`config.mk`:
```
export PLATFORM = sky130hd
export DESIGN_NAME = instr_prefetch_unit_flat
export DESIGN_NICKNAME = d
export VERILOG_FILES = /design/src/rtl/instr_prefetch_unit_if.sv /design/src/rtl/instr_prefetch_unit.sv /design/src/flat_wrapper.sv
export SDC_FILE = /design/constraint.sdc
export NUM_CORES = 1
export LEC_CHECK = 0
export CORE_MARGIN = 2
export CORE_UTILIZATION = 57
export CTS_BUF_LIST = sky130_fd_sc_hd__clkbuf_8
export DETAILED_ROUTE_END_ITERATION = 6
export GPL_ROUTABILITY_DRIVEN = 0
export PLACE_DENSITY = 0.8
export SLEW_MARGIN = 5
export SYNTH_ARGS = -nofsm -noshare
export SYNTH_HDL_FRONTEND = slang
export SYNTH_SLANG_ARGS = --single-unit
```
`constraint.sdc`:
```
create_clock -name clk -period 3.7 [get_ports clk]
set_input_delay 0.555 -clock clk [delete_from_list [all_inputs] [get_ports clk]]
set_output_delay 0.555 -clock clk [all_outputs]
set_load 0.005 [all_outputs]
```
`src/rtl/instr_prefetch_unit_if.sv`:
```
// Instruction-memory port of the prefetch unit: a valid/ready request channel
// and an in-order, never back-pressured response channel.
interface instr_prefetch_unit_if;
  logic        imem_req_valid;
  logic [31:0] imem_req_addr;
  logic        imem_req_ready;
  logic        imem_rsp_valid;
  logic [31:0] imem_rsp_data;

  modport master (
    output imem_req_valid,
    output imem_req_addr,
    input  imem_req_ready,
    input  imem_rsp_valid,
    input  imem_rsp_data
  );

  modport slave (
    input  imem_req_valid,
    input  imem_req_addr,
    output imem_req_ready,
    output imem_rsp_valid,
    output imem_rsp_data
  );
endinterface

```
`src/rtl/instr_prefetch_unit.sv`:
```
// Fetch front end ahead of IF/ID: credit-limited requests to instruction memory,
// a DEPTH-entry {PC, instr} queue, and redirect handling that discards stale words.
module instr_prefetch_unit #(
  parameter int unsigned DEPTH    = 4,
  parameter logic [31:0] RESET_PC = 32'h0000_0000
) (
  input  logic                         clk,
  input  logic                         reset_n,
  input  logic                         StallF,
  input  logic                         PCSrcE,
  input  logic [31:0]                  PCTargetE,
  instr_prefetch_unit_if.master        imem,
  output logic [31:0]                  InstrF,
  output logic [31:0]                  PCF,
  output logic [31:0]                  PCPlus4F,
  output logic                         instr_valid
);

  localparam int unsigned   PW        = $clog2(DEPTH);
  localparam int unsigned   CW        = PW + 1;
  localparam logic [CW-1:0] DEPTH_C   = CW'(DEPTH);
  localparam logic [31:0]   NOP_INSTR = 32'h0000_0013;

  logic [31:0]   pcQ    [DEPTH];
  logic [31:0]   instrQ [DEPTH];
  logic [PW-1:0] rdPtr, rdPtrNext;
  logic [PW-1:0] wrPtr, wrPtrNext;
  logic [CW-1:0] count, countNext;
  logic [CW-1:0] inflight, inflightNext;
  logic [CW-1:0] discard, discardNext;
  logic [31:0]   fetchPc, fetchPcNext;
  logic [31:0]   rspPc, rspPcNext;
  logic [31:0]   targetPc;
  logic [CW:0]   occupancy;
  logic          fetchEnable;
  logic          reqValid;
  logic          handshake;
  logic          rspLegal;
  logic          rspKeep;
  logic          popEn;

  // Queued words plus outstanding requests never exceed DEPTH, so every
  // response has a slot waiting for it and the response port never stalls.
  assign targetPc   = PCTargetE & 32'hFFFF_FFFC;
  assign occupancy  = {1'b0, count} + {1'b0, inflight};
  assign reqValid   = fetchEnable && !PCSrcE && (occupancy < {1'b0, DEPTH_C});
  assign handshake  = reqValid && imem.imem_req_ready;
  assign rspLegal   = imem.imem_rsp_valid && (inflight != '0);
  assign rspKeep    = rspLegal && (discard == '0) && !PCSrcE;
  assign popEn      = instr_valid && !StallF && !PCSrcE;

  assign imem.imem_req_valid = reqValid;
  assign imem.imem_req_addr  = fetchPc;

  always_comb begin
    rdPtrNext    = rdPtr;
    wrPtrNext    = wrPtr;
    countNext    = count;
    inflightNext = inflight;
    discardNext  = discard;
    fetchPcNext  = fetchPc;
    rspPcNext    = rspPc;
    if (PCSrcE) begin
      // Everything still outstanding belongs to the old path: the words already
      // marked for discard plus the live ones, minus any response arriving now.
      rdPtrNext    = '0;
      wrPtrNext    = '0;
      countNext    = '0;
      fetchPcNext  = targetPc;
      rspPcNext    = targetPc;
      inflightNext = inflight - CW'(rspLegal);
      discardNext  = inflight - CW'(rspLegal);
    end else begin
      inflightNext = inflight + CW'(handshake) - CW'(rspLegal);
      countNext    = count + CW'(rspKeep) - CW'(popEn);
      if (rspLegal && (discard != '0)) begin
        discardNext = discard - 1'b1;
      end
      if (handshake) begin
        fetchPcNext = fetchPc + 32'd4;
      end
      if (rspKeep) begin
        rspPcNext = rspPc + 32'd4;
        wrPtrNext = wrPtr + 1'b1;
      end
      if (popEn) begin
        rdPtrNext = rdPtr + 1'b1;
      end
    end
  end

  // fetchEnable holds off the first request until the cycle after reset release.
  always_ff @(posedge clk or negedge reset_n) begin
    if (!reset_n) begin
      rdPtr       <= '0;
      wrPtr       <= '0;
      count       <= '0;
      inflight    <= '0;
      discard     <= '0;
      fetchPc     <= RESET_PC;
      rspPc       <= RESET_PC;
      fetchEnable <= 1'b0;
    end else begin
      rdPtr       <= rdPtrNext;
      wrPtr       <= wrPtrNext;
      count       <= countNext;
      inflight    <= inflightNext;
      discard     <= discardNext;
      fetchPc     <= fetchPcNext;
      rspPc       <= rspPcNext;
      fetchEnable <= 1'b1;
    end
  end

  always_ff @(posedge clk) begin
    if (rspKeep) begin
      pcQ[wrPtr]    <= rspPc;
      instrQ[wrPtr] <= imem.imem_rsp_data;
    end
  end

  assign instr_valid = (count != '0);
  assign InstrF      = instr_valid ? instrQ[rdPtr] : NOP_INSTR;
  assign PCF         = instr_valid ? pcQ[rdPtr] : 32'h0000_0000;
  assign PCPlus4F    = PCF + 32'd4;

  rspNeedsRequest: assert property (@(posedge clk) disable iff (!reset_n)
    imem.imem_rsp_valid |-> (inflight != '0));

  discardBounded: assert property (@(posedge clk) disable iff (!reset_n)
    discard <= inflight);

  creditBounded: assert property (@(posedge clk) disable iff (!reset_n)
    occupancy <= {1'b0, DEPTH_C});

endmodule

```
`src/flat_wrapper.sv`:
```
// flat-port wrapper written by rule: the top's interface ports become plain ports
module instr_prefetch_unit_flat 
#(
  parameter int unsigned DEPTH    = 4,
  parameter logic [31:0] RESET_PC = 32'h0000_0000
)
  (clk, reset_n, StallF, PCSrcE, PCTargetE, InstrF, PCF, PCPlus4F, instr_valid, imem_imem_req_valid, imem_imem_req_addr, imem_imem_req_ready, imem_imem_rsp_valid, imem_imem_rsp_data);
  instr_prefetch_unit_if imem_i ();
  input  logic clk;
  input  logic reset_n;
  input  logic StallF;
  input  logic PCSrcE;
  input  logic [31:0] PCTargetE;
  output logic [31:0] InstrF;
  output logic [31:0] PCF;
  output logic [31:0] PCPlus4F;
  output logic instr_valid;
  output wire logic [$bits(imem_i.imem_req_valid)-1:0] imem_imem_req_valid;
  output wire logic [$bits(imem_i.imem_req_addr)-1:0] imem_imem_req_addr;
  input wire logic [$bits(imem_i.imem_req_ready)-1:0] imem_imem_req_ready;
  input wire logic [$bits(imem_i.imem_rsp_valid)-1:0] imem_imem_rsp_valid;
  input wire logic [$bits(imem_i.imem_rsp_data)-1:0] imem_imem_rsp_data;
  assign imem_imem_req_valid = imem_i.imem_req_valid;
  assign imem_imem_req_addr = imem_i.imem_req_addr;
  assign imem_i.imem_req_ready = imem_imem_req_ready;
  assign imem_i.imem_rsp_valid = imem_imem_rsp_valid;
  assign imem_i.imem_rsp_data = imem_imem_rsp_data;
  instr_prefetch_unit #(.DEPTH(DEPTH), .RESET_PC(RESET_PC)) u_core (.clk(clk), .reset_n(reset_n), .StallF(StallF), .PCSrcE(PCSrcE), .PCTargetE(PCTargetE), .imem(imem_i), .InstrF(InstrF), .PCF(PCF), .PCPlus4F(PCPlus4F), .instr_valid(instr_valid));
endmodule
```
==> flow_metrics.env <==
export IMPL_dieArea_um2=27000
export IMPL_min_path_type="in2async"
export IMPL_cts_made_buffers=49
export IMPL_worstPathRequired_ns=3.14
export IMPL_synthDistinctLibCells=66
export IMPL_timing_hold_violations_final=0
export IMPL_power_mw=10.7
export IMPL_drc=0
export IMPL_placedCellCount=1517
export IMPL_postCtsHoldBufs=0
export IMPL_cpMaxStageDelayCell="or4_4"
export IMPL_violations="negative setup slack"
export IMPL_layout_commonest_cell="edfxtp_1"
export IMPL_drtIter0Drc=919
export IMPL_grt_pass1_wl_mm=54.0
export IMPL_dieWidth_um=164
export IMPL_syn_cell_area_um2=14700
export IMPL_layout_drive_gt1_share=0.201
export IMPL_synth_edf_count=248
export IMPL_synthToLayoutAreaGrowth_pct=26.5
export IMPL_ios=200
export IMPL_cp_cell_sequence="buf_12, mux4_2, or4_4, nor4_2, xor2_1, clkdlybuf4s50_1"
export IMPL_ys_flop_type="edfxtp_1"
export IMPL_grt_max_degree=46
export IMPL_timing_hold_ws_ns=0.110
export IMPL_core_area_um2=25300
export IMPL_dp_slack_ns=0.131
export IMPL_grt_ovfl_total=0
export IMPL_synthArstFlopShare=0.230
export IMPL_relSlewSlack=0.431
export IMPL_clock_sinks=322
export IMPL_worst_pin_slew_ns=0.845
export IMPL_dr_total_vias=9956
export IMPL_avgSynthCellArea_um2=14.6
export IMPL_maxSlewViolCount=0
export IMPL_worst_slack_ns=-0.0807
export IMPL_finish_cell_count_without_fillers=1646
export IMPL_clk_pin_slew_worst_paths_ns=0.06
export IMPL_cts_buffer_depth=3
export IMPL_critPathMaxStageDelay_ns=0.58
export IMPL_path_max_fanout=11
export IMPL_die_h_um=164
export IMPL_most_common_layout_cells="edfxtp_1 (248), clkdlybuf4s50_1 (169), nand2_1 (75)"
export IMPL_ys_ff_latch=322
export IMPL_drv_cap=0
export IMPL_synth_warnings=0
export IMPL_nets=1367
export IMPL_setup_violations=4
export IMPL_layout_min_cycle_time_ns=3.78
export IMPL_status="finished, violations left"
export IMPL_seq_area_frac_synth=0.634
export IMPL_max_freq_mhz=265
export IMPL_grt_pass1_vias=9934
export IMPL_worstSetupPathType="reg2out"
export IMPL_cts_root_buffer="clkbuf_8"
export IMPL_worstSkewPairLatency_ns=0.55
export IMPL_p_leak_nw=6.87
export IMPL_hpwl_mm=22.4
export IMPL_wl_per_cell_um=21.5
export IMPL_cp_start_kind="flip-flop"
export IMPL_htree_levels=2
export IMPL_num_rows=58
export IMPL_antenna_left=0
export IMPL_syn_inst=1008
export IMPL_period_share=1.02
export IMPL_worstSetupEndpointType="output port"
export IMPL_p_per_area_nw_per_um2=579
export IMPL_track_usage=0.261
export IMPL_first_pass_iters=5
export IMPL_ir_worst_vdd_v=0.000315
export IMPL_tritoncts="done"
export IMPL_vias_per_cell=6.05
export IMPL_cp_arrival_ns=3.23
export IMPL_finalCoreUtilization=0.735
export IMPL_drt_total_wl_mm=35.3
export IMPL_port_buffers=191
export IMPL_start_util=0.581
export IMPL_skew_ns=0.0199
export IMPL_rsz0062_at_grt="yes"
export IMPL_antenna_found_initial=1
==> cells in the mapped netlist (4+ instances only) <==
cell type  number  area share
nand4_1        29       0.012
clkbuf_1       27      0.0069
buf_2           8      0.0027
inv_1          37      0.0095
o311ai_1        5      0.0030
mux4_2         59       0.091
edfxtp_1      248        0.51
nor4b_1         4      0.0024
mux2_2          5      0.0038
a21oi_1        12      0.0041
nor2_1         34      0.0087
buf_1           5      0.0013
a31oi_1         9      0.0038
buf_4           8      0.0041
or3_1          11      0.0047
ha_1           17       0.014
nand3_1        34       0.012
and3_1         18      0.0077
dfrtp_1        74        0.13
o21ai_0        47       0.016
o211ai_1       15      0.0077
nor4_1          9      0.0038
o311ai_0        8      0.0048
mux2i_1         7      0.0048
xnor2_1        20       0.012
nor4_2          8      0.0068
nor3_1         11      0.0038
xor2_1         40       0.024
nand2_1        75       0.019
and4_1          6      0.0036
and2_1         57       0.024
==> routing by layer <==
metal | wire, um | GRT usage
met1 | 14400 | 0.366
met4 | 671 | 0.0771
met3 | 2960 | 0.0460
met2 | 17300 | 0.426
met5 | 0 | 0
==> report_power, final <==
| part | switching [mW] | leakage [nW] | internal (mW) | total (mW) |
|---|---|---|---|---|
| sequential | 0.235 | 3.13 | 4.14 | 4.38 |
| clock | 1.29 | 0.491 | 1.33 | 2.62 |
| combinational | 1.76 | 3.25 | 1.98 | 3.74 |
==> stage by stage <==
stage                     TNS [ns]  cell area, um2
after global routing         -1.25           18600
after global placement           0           17100
after CTS                    -1.66           18300
final                       -0.158           18600
after floorplan                  0           14700
after detailed placement         0           17100
==> cell families after synthesis <==
family / Yosys count / share of synthesized area
AOI/OAI and AO/OA: 111 / 0.0493
xor gates and xnor gates: 60 / 0.0358
adders and majority gates: 19 / 0.0172
buffers and inverters: 90 / 0.0273
DFF: 322 / 0.634
muxes: 74 / 0.105
other: 2 / 0.000512
and+or+nand+nor: 330 / 0.131
==> worst max-delay path, delay by kind of cell, from the launching register on <==
| kind | cells | cell delay, ns |
|---|---|---|
| mux | 1 | 0.55 |
| buf+inv | 2 | 0.68 |
| xor+xnor | 1 | 0.18 |
| flops | 1 | 0.49 |
| simple gates | 2 | 0.76 |
==> path summary, 6_finish.rpt <==
| kind | slack, ns | from | depth (start not counted) | endpoint |
|---|---|---|---|---|
| max in group asynchronous | 2.89 | reset_n | 2 | u_core.rspPc[7] |
| worst min-delay path | 0.11 | reset_n | 1 | u_core.imem.imem_req_addr[19] |
| worst min register to register | 0.56 | u_core.rspPc[31] | 0 | u_core.pcQ[0][31] |
| min in group clk | 0.32 | PCSrcE | 2 | u_core.count[2] |
| worst max-delay path | -0.08 | u_core.rdPtr[0] | 6 | PCPlus4F[21] |
| worst max register to register | 0.95 | u_core.inflight[2] | 8 | u_core.imem.imem_req_addr[24] |
==> state kept, by name (all words and copies together), names as in the netlist <==
register / flops
u_core.instrQ: 128
u_core.pcQ: 120
u_core.inflight: 3
u_core.wrPtr: 2
u_core.rspPc: 30
u_core.rdPtr: 2
u_core.fetchEnable: 1
u_core.count: 3
u_core.discard: 3
u_core.imem.imem_req_addr: 30
==> timing repair <==
action	4_1_cts	5_1_grt
gates resized for setup	53	42
pin swaps	14	20
cloned	3	0
setup endpoints to repair	24	26
buffers inserted	18	20
==> cell type report <==
type / instances / area [um2]
Antenna cell: 1 / 2.50
Clock buffer: 50 / 688
Tap cell: 330 / 413
Multi-Input combinational cell: 603 / 5260
Clock inverter: 38 / 186
Sequential cell: 322 / 9300
Fill cell: 1549 / 6690
Timing Repair Buffer: 263 / 2560
Inverter: 39 / 146
(Power assumes the default switching activity.)
